--- config.mk ---
export PLATFORM = sky130hd
export DESIGN_NAME = inst_rom_prefetch
export DESIGN_NICKNAME = d
export VERILOG_FILES = /design/src/rtl/inst_rom_prefetch.sv
export SDC_FILE = /design/constraint.sdc
export NUM_CORES = 1
export LEC_CHECK = 0
export ABC_AREA = 1
export CAP_MARGIN = 20
export CORE_UTILIZATION = 38
export CTS_CLUSTER_DIAMETER = 120
export DETAILED_ROUTE_END_ITERATION = 10
export PLACE_DENSITY = 0.58
export RECOVER_POWER = 100
export SLEW_MARGIN = 20
export SYNTH_ARGS = -nofsm -noshare
export SYNTH_HDL_FRONTEND = slang
export SYNTH_SLANG_ARGS = --single-unit
--- constraint.sdc ---
create_clock -name clk -period 5.47 [get_ports clk]
set_clock_uncertainty 0.05 [all_clocks]
set_input_delay 1.094 -clock clk [delete_from_list [all_inputs] [get_ports clk]]
set_output_delay 1.094 -clock clk [all_outputs]
set_load 0.005 [all_outputs]
--- src/rtl/inst_rom_prefetch.sv ---
// Sequential instruction prefetcher: turns core req/gnt/rvalid fetches into
// 1-cycle-latency ROM reads and keeps a small FIFO of consecutive prefetched words.
module inst_rom_prefetch #(
    parameter int unsigned ADDR_WIDTH = 12,
    parameter logic [31:0] BASE_ADDR  = 32'h0000_0000,
    parameter int unsigned DEPTH      = 2
) (
    input  logic                  clk,
    input  logic                  rst,
    input  logic                  req_i,
    input  logic [31:0]           addr_i,
    output logic                  gnt_o,
    output logic                  rvalid_o,
    output logic [31:0]           rdata_o,
    output logic                  err_o,
    input  logic                  flush_i,
    output logic                  rom_en_o,
    output logic [ADDR_WIDTH-1:0] rom_addr_o,
    input  logic [31:0]           rom_rdata_i
);

    // Handshake: a fetch is accepted in the cycle where req_i && gnt_o; its
    // response (rvalid_o with rdata_o/err_o) appears exactly one cycle later.
    // gnt_o is combinational and may stay low for several cycles while req_i waits.

    localparam int unsigned      CW        = $clog2(DEPTH + 1);
    localparam logic [32:0]      ROM_BYTES = 33'd1 << ADDR_WIDTH;
    localparam logic [CW:0]      DEPTH_C   = (CW + 1)'(DEPTH);

    logic [ADDR_WIDTH-1:0] tag_q [DEPTH];
    logic [31:0]           data_q [DEPTH];
    logic [CW-1:0]         count_q;
    logic                  inflight_q;
    logic [ADDR_WIDTH-1:0] inflight_tag_q;
    logic [ADDR_WIDTH:0]   pf_addr_q;
    logic                  pf_active_q;
    logic                  rvalid_q;
    logic                  err_q;
    logic [31:0]           rdata_q;

    logic [31:0]           offset_full;
    logic [ADDR_WIDTH-1:0] offset;
    logic                  in_range;
    logic                  hit;
    logic                  pending;
    logic                  do_oor;
    logic                  do_hit;
    logic                  do_miss;
    logic                  do_pf;
    logic                  push;
    logic                  gnt_int;
    logic [CW:0]           occupancy;
    logic [CW-1:0]         wr_idx;
    logic [ADDR_WIDTH-1:0] issue_addr;

    always_comb begin
        offset_full = addr_i - BASE_ADDR;
        in_range    = {1'b0, offset_full} < ROM_BYTES;
        offset      = {offset_full[ADDR_WIDTH-1:2], 2'b00};
        hit         = (count_q != '0) && (tag_q[0] == offset);
        // Word already requested from ROM: wait for it instead of re-missing.
        pending     = (count_q == '0) && inflight_q && (inflight_tag_q == offset);

        do_oor  = !flush_i && req_i && !in_range;
        do_hit  = !flush_i && req_i && in_range && hit;
        do_miss = !flush_i && req_i && in_range && !hit && !pending;
        gnt_int = do_oor || do_hit;

        occupancy = {1'b0, count_q} + (CW + 1)'(inflight_q) - (CW + 1)'(do_hit);
        // pf_addr_q top bit set means the stream ran off the end of the ROM.
        do_pf = !flush_i && !do_miss && pf_active_q && !pf_addr_q[ADDR_WIDTH]
                && (occupancy < DEPTH_C);
        push  = inflight_q && !flush_i && !do_miss;

        wr_idx     = count_q - CW'(do_hit);
        issue_addr = do_miss ? offset : pf_addr_q[ADDR_WIDTH-1:0];

        gnt_o      = gnt_int && !rst;
        rom_en_o   = (do_miss || do_pf) && !rst;
        rom_addr_o = issue_addr;
        rvalid_o   = rvalid_q;
        err_o      = err_q;
        rdata_o    = rdata_q;
    end

    always_ff @(posedge clk or posedge rst) begin
        if (rst) begin
            for (int i = 0; i < DEPTH; i++) begin
                tag_q[i]  <= '0;
                data_q[i] <= '0;
            end
            count_q        <= '0;
            inflight_q     <= 1'b0;
            inflight_tag_q <= '0;
            pf_addr_q      <= '0;
            pf_active_q    <= 1'b0;
            rvalid_q       <= 1'b0;
            err_q          <= 1'b0;
            rdata_q        <= '0;
        end else begin
            rvalid_q <= gnt_int;
            err_q    <= do_oor;
            if (gnt_int) begin
                rdata_q <= do_oor ? 32'h0 : data_q[0];
            end

            inflight_q <= do_miss || do_pf;
            if (do_miss || do_pf) begin
                inflight_tag_q <= issue_addr;
            end

            if (flush_i) begin
                pf_active_q <= 1'b0;
            end else if (do_miss) begin
                pf_active_q <= 1'b1;
                pf_addr_q   <= {1'b0, offset} + (ADDR_WIDTH + 1)'(4);
            end else if (do_pf) begin
                pf_addr_q <= pf_addr_q + (ADDR_WIDTH + 1)'(4);
            end

            if (flush_i || do_miss) begin
                count_q <= '0;
            end else begin
                if (do_hit) begin
                    for (int i = 0; i < DEPTH - 1; i++) begin
                        tag_q[i]  <= tag_q[i+1];
                        data_q[i] <= data_q[i+1];
                    end
                end
                // The push lands after the shift so a same-cycle pop/push is safe.
                for (int i = 0; i < DEPTH; i++) begin
                    if (push && (wr_idx == CW'(i))) begin
                        tag_q[i]  <= inflight_tag_q;
                        data_q[i] <= rom_rdata_i;
                    end
                end
                count_q <= count_q + CW'(push) - CW'(do_hit);
            end
        end
    end

endmodule

==> results of run 1 <==
[power by group through the flow]
stage          sequential, W  clock (W)  combinational [W]
3_3_place_gp         0.00110          0           0.000145
6_report             0.00108    0.00123           0.000139
5_1_grt              0.00108    0.00130           0.000159
3_5_place_dp         0.00110          0           0.000146
2_1_floorplan        0.00110          0          0.0000651
4_1_cts              0.00108    0.00126           0.000146
[Yosys cell counts, types with 3 or more instances]
master    number  area (um^2)
a21oi_1       68          340
buf_2         17         85.1
buf_4          3         22.5
buf_6          9          101
clkbuf_1      14         52.6
dfrtp_1      143         3580
ha_1           5         62.6
inv_1         84          315
inv_2          6         22.5
nand2_1      269         1010
nand3_1       15         75.1
nand3_2        3         30.0
nand4_1        7         43.8
nor2_1        76          285
o21ai_0       33          165
o21ai_1       79          395
xnor2_1        8         70.1
xor2_1         3         26.3
[worst min-delay path: stages (launching register included)]
cell	delay (ps)
dfrtp_1	340
nand2_1	60
nand2_1	50
[worst paths after layout]
kind	start	endpoint	slack, ps	depth (start not counted)
setup / recovery	addr_i[15]	rom_en_o	450	16
hold / removal	pf_addr_q[11]	pf_addr_q[11]	430	2
setup reg to reg	count_q[1]	inflight_tag_q[2]	1500	17
hold reg to reg	pf_addr_q[11]	pf_addr_q[11]	430	2
max in group asynchronous	rst	rdata_o[16]	1040	2
min in group asynchronous	rst	inflight_tag_q[4]	2400	2
[cell type report]
cell class | instances | area (um^2) | share of cell area, %
Clock buffer | 19 | 453 | 5.15
Clock inverter | 13 | 179 | 2.03
Inverter | 91 | 342 | 3.88
Multi-Input combinational cell | 589 | 2670 | 30.3
Sequential cell | 143 | 3580 | 40.7
Tap cell | 225 | 282 | 3.20
Timing Repair Buffer | 134 | 1290 | 14.7
[state kept, by name, indices dropped and copies added (netlist names)]
signal,cells
rdata_o,32
inflight_q,1
data_q,64
rvalid_o,1
err_o,1
tag_q,20
count_q,2
inflight_tag_q,10
pf_addr_q,11
pf_active_q,1
[through the flow]
step           setup slack (ps)  total power, W  hold slack, ps  instance area, um^2  utilization [%]
2_1_floorplan               419         0.00116             392                 6900                -
4_1_cts                    9.71         0.00248             434                 8850             50.5
3_5_place_dp             -0.997         0.00124             416                 8220             46.9
3_3_place_gp               35.7         0.00124             406                 8220             46.9
5_1_grt                     162         0.00254             452                 8790             50.1
6_report                    452         0.00245             431                 8790             50.1
[cell families after synthesis]
logic type / after synthesis
simple gates: 383
compound gates: 187
flops: 143
buf+inv: 134
xor+xnor: 11
fa+ha+maj: 6
other cells: 1
[metal layers]
layer	track usage, %	vias up
li1	-	2959
met1	26.0	2599
met2	30.9	87
met3	4.04	15
met4	6.30	0
met5	0	-
[cells in the final DEF, fill, tap and decap left out, types with 2 or more instances in the layout]
| cell type | count |
|---|---|
| clkbuf_16 | 17 |
| clkinv_4 | 5 |
| nor2_1 | 76 |
| dlygate4sd3_1 | 43 |
| inv_1 | 83 |
| o21ai_0 | 73 |
| bufinv_16 | 3 |
| clkbuf_2 | 2 |
| ha_1 | 5 |
| inv_2 | 7 |
| buf_4 | 16 |
| xnor2_1 | 8 |
| dlymetal6s2s_1 | 8 |
| nor2_2 | 4 |
| o21a_1 | 2 |
| nand3b_1 | 2 |
| nand3_1 | 18 |
| o21ai_1 | 40 |
| a21oi_1 | 68 |
| clkdlybuf4s50_1 | 59 |
| clkbuf_1 | 4 |
| nand4_1 | 7 |
| dfrtp_1 | 143 |
| o22ai_1 | 2 |
| clkbuf_8 | 2 |
| inv_6 | 3 |
| conb_1 | 2 |
| nand2_1 | 270 |
| xor2_1 | 3 |
[timing repair]
action | in CTS | in global routing
pin swaps | 0 | 9
gates cloned | 0 | 0
buffers inserted | 0 | 2
setup endpoints to repair | 1 | 1
gates resized for setup | 1 | 16
==> impl_metrics.toml, run 1 <==
[floorplanning]
rows = 48
die_h_um = 137
initial_core_util_pct = 39.3
dieWidth_um = 137
core_um2 = 17500
die_area_um2 = 18700
io_pins = 116

[yosys]
synth_xor_xnor_area_share_pct = 1.40
mappedNetlistArea_um2 = 6900
yosys.cell_types.count = 34
syn_avg_cell_area_um2 = 7.97
synth_ff_type = "dfrtp_1"
synth.area.mux_share_pct = 0
yosysSeqAreaShare_pct = 51.9
ys_seq_elements = 143
synth_edf_count = 0
yosys.area_share.adder_pct = 1.20
synth_warnings = 0
synth_simple_gate_area_share_pct = 22.8
synthCells = 865
synth_top_family_by_area = "simple AND/OR/NAND/NOR gates"
async_flop_share_pct = 100
synth_compound_area_share_pct = 13.9

[sta]
setup_viol_count_final = 0
hold_viol_final = 0
timing_worst_slew_pin_value_ps = 3370
slew_headroom_pct = -125
fmax_ghz = 0.199
rsz0062_at_grt = "false"
fin_crit_ps = 5020
min_period_over_period_pct = 91.7
maxSlewViolCount = 175
tns_ps = 0

[status]
outcome = "complete, but fails checks"
violations = "capacitance limit, slew limit"

[power_and_ir_drop]
combPwrFrac_pct = 5.7
power_density_nw_per_um2 = 278
seqPwrFrac_pct = 44.1
power.internal_w = 0.00189
clkPwrFrac_pct = 50.2
p_leak_nw = 4.45
p_switching_w = 0.000553
vdd_drop_max_v = 0.000220
switching_share_pct = 22.6

[critical_path]
start_kind = "input port"
worstPathArrival_ps = 3870
max_stage_delay_ps = 530
critPathKind = "input port to output port"
cp_max_fo = 2
cp-end-kind = "output port"
critPathSlowestCell = "dlygate4sd3_1"
cpMostUsedCell = "nor2_1"
worstPathCellList = "dlygate4sd3_1, nor2_1, and2_0, nand3_1, nor2_1, nand2_1, inv_1, ha_1, or2_2, fa_2, xnor2_1, nand4_1, nand2_1, inv_2, nor2_1, dlymetal6s2s_1"
crit_family = "simple AND/OR/NAND/NOR gates"
required_ps = 4330
crit_buf_inv = 4

[layout]
fin_nets = 1050
area_growth_pct = 27.5
drive_gt1_share_pct = 6.88
final_cells = 1214
n_fill_cell = 1729
n_antenna_cell = 0

[detailed_routing]
route.met3.wl_um = 545
ant_nets = 0
wire_per_inst_um = 13.5
dr.max_layer_used = "met4"
drt-total-wl_um = 16400
routed_via_density = 4.66
drt-initial-drc-count = 295
wl_met2_um = 7660
drt_first_pass_iters = 4
vias = 5660
drc = 0
wl_met1_um = 8000

[clock_network]
cts.sinks = 143
cts_root_buffer = "clkbuf_16"
cts_buffer_depth = 2
clk_latency_ps = 430
cts_hold_buffers = 0
cts.clk_slew.worst_paths_ps = 60
htreeDepth = 4
tritoncts = "yes"
cts_buffers = 17

[global_route]
grt_pass1_vias = 5386
track_usage_pct = 19.3
grt_max_degree = 90
antenna_found_initial = 0
grt_overflow = 0
grt_pass1_wl_um = 27600

[worst_hold_path]
holdCritPathClass = "flip-flop to flip-flop"

[placement]
dp_hpwl_um = 10800
place.gp.congestion = 0.823
dpl.cell_count = 1180
portBuffers = 111

[flow_run]
drv_cap = 2
No activity file was read; power rests on OpenSTA's default activity.
==> inputs of run 2 (changes only) <==
--- a/config.mk
+++ b/config.mk
@@ -7,6 +7,7 @@
 export LEC_CHECK = 0
 export ABC_AREA = 1
 export CAP_MARGIN = 20
+export CORE_MARGIN = 4
 export CORE_UTILIZATION = 38
 export CTS_CLUSTER_DIAMETER = 120
 export DETAILED_ROUTE_END_ITERATION = 10
==> run 2 against run 1 <==
Net effect: the flow still finishes with violations (capacitance limit, slew limit); count of clock-buffer cells in the layout unchanged; hold slack better by 4.1 ps; non-clock buffer count up 1; sequential cell count unchanged; register-to-register slack worse by 140 ps; power decreased by 3.2%; highest routed layer unchanged.
==> impl_metrics.toml, run 2 (same netlist as run 1, synthesis figures left out) <==
[layout]
fin_nets = 1051
drive_gt1_share_pct = 6.87
n_antenna_cell = 0
final_util_pct = 48.9
final_common_cell = "nand2_1"
area_growth_pct = 26.8
largest_reg_flops = 64
n_fill_cell = 1783
layout_common_cells = "nand2_1 (269), dfrtp_1 (143), inv_1 (83)"
largest-register = "data_q"

[floorplanning]
initial_core_util_pct = 38.5
rows = 49
core_um2 = 17900
die_h_um = 143
die_area_um2 = 20400
io_pins = 116
dieWidth_um = 143

[critical_path]
start_kind = "input port"
cp-end-kind = "output port"
cp_max_fo = 12
crit-reg2reg-launch = "count_q[1]"
required_ps = 4330
critPathKind = "input port to output port"
r2r_setup_slack_ps = 1360
worstPathArrival_ps = 4040
startpoint = "addr_i[15]"

[global_route]
track_usage_pct = 17.1
grt_max_degree = 110
grt_overflow = 0
antenna_found_initial = 0
grt_pass1_wl_um = 27600
grt_pass1_vias = 5306

[detailed_routing]
drc = 0
ant_nets = 0
vias = 5640
wire_per_inst_um = 13.6
route.met3.wl_um = 604
wl_met2_um = 8000
drt-total-wl_um = 16600
wl_met1_um = 7850
dr.max_layer_used = "met4"
drt-initial-drc-count = 309
routed_via_density = 4.63
drt_first_pass_iters = 5

[clock_network]
cts_buffers = 17
cts.sinks = 143
cts_buffer_depth = 2
cts_root_buffer = "clkbuf_16"
cts_hold_buffers = 0
cts.clk_slew.worst_paths_ps = 60
htreeDepth = 4
post_cts_buffers = 0
tritoncts = "yes"
clk_latency_ps = 420

[placement]
dp_hpwl_um = 11200
portBuffers = 111
place_ws_ps = -20.8
place.gp.congestion = 0.820

[sta]
fmax_ghz = 0.193
rsz0062_at_grt = "false"
hold_viol_final = 0
fin_crit_ps = 5180
slew_headroom_pct = -59.4
timing_worst_slew_pin_value_ps = 2380
maxSlewViolCount = 55
tns_ps = 0
min_period_over_period_pct = 94.7
setup_slack_ps = 291
setup_viol_count_final = 0

[power_and_ir_drop]
combPwrFrac_pct = 5.9
total_power_w = 0.00237
p_leak_nw = 4.38
power.internal_w = 0.00183
clkPwrFrac_pct = 48.6
seqPwrFrac_pct = 45.5
switching_share_pct = 22.9
power_density_nw_per_um2 = 271
vdd_drop_max_v = 0.000210
p_switching_w = 0.000542

[status]
violations = "capacitance limit, slew limit"
outcome = "complete, but fails checks"

[flow_run]
drv_cap = 1

[worst_hold_path]
min_from = "pf_addr_q[3]"
holdCritPathClass = "flip-flop to flip-flop"
==> run 2: cell types whose count changed in the layout (fill, tap and decap cells not counted), sizes merged <==
cell,before,now
buf,17,19
dlygate4sd2,1,0
dlymetal6s2s,8,3
clkinvlp,1,3
bufinv,3,2
clkdlybuf4s50,59,66
dlygate4sd3,43,42
clkbuf,25,24
clkinv,6,7
inv,94,92
==> run 2: area by class of cell <==
type                    instances  area (um^2)  area share (%)
multi-input cells             589         2660            30.4
repair buffers                135         1300            14.8
flip-flops and latches        143         3580            40.9
inverters                      91          343            3.92
well taps                     229          287            3.28
clock buffers                  19          443            5.06
clock inverters                13          138            1.57
==> run 2: through the flow <==
stage / hold slack (ps) / instances / area, um^2
floorplan: 392 / 866 / 6900
global placement: 405 / 1186 / 8230
detailed placement: 413 / 1186 / 8230
CTS: 432 / 1218 / 8810
global route: 446 / 1219 / 8750
finish: 435 / 1219 / 8750
==> run 2: final timing paths <==
check	cells past startpoint	to
max in group asynchronous	4	data_q[29]
worst min register to register	2	pf_addr_q[3]
min in group asynchronous	2	tag_q[5]
worst max register to register	15	data_q[46]
worst min-delay path	2	pf_addr_q[3]
worst max-delay path	9	rom_addr_o[6]
==> run 2: power by group through the flow <==
stage          clock network [W]  logic [W]  registers (W)
2_1_floorplan                  0  0.0000651        0.00110
3_3_place_gp                   0   0.000145        0.00110
3_5_place_dp                   0   0.000146        0.00110
4_1_cts                  0.00118   0.000147        0.00108
5_1_grt                  0.00123   0.000159        0.00108
6_report                 0.00115   0.000140        0.00108
==> run 2: routing by layer <==
layer  vias up  track usage (%)
met2        81             27.7
met3        15             3.88
met5         -                0
met1      2590             23.3
li1       2954                -
met4         0             4.50
==> run 2: critical path, cell delays in order <==
cell and delay [ps]:
dlygate4sd3_1 530, nor2_1 90, and2_0 140, nand3_1 180, nor2_4 140, buf_4 150
nand3_1 350, o21ai_0 720, clkdlybuf4s50_1 640
==> run 2: timing repair <==
item / CTS / global route
hold endpoints to repair: 0 / 0
setup endpoints to repair: 1 / 1
pin swaps: 0 / 2
resized for setup: 1 / 3
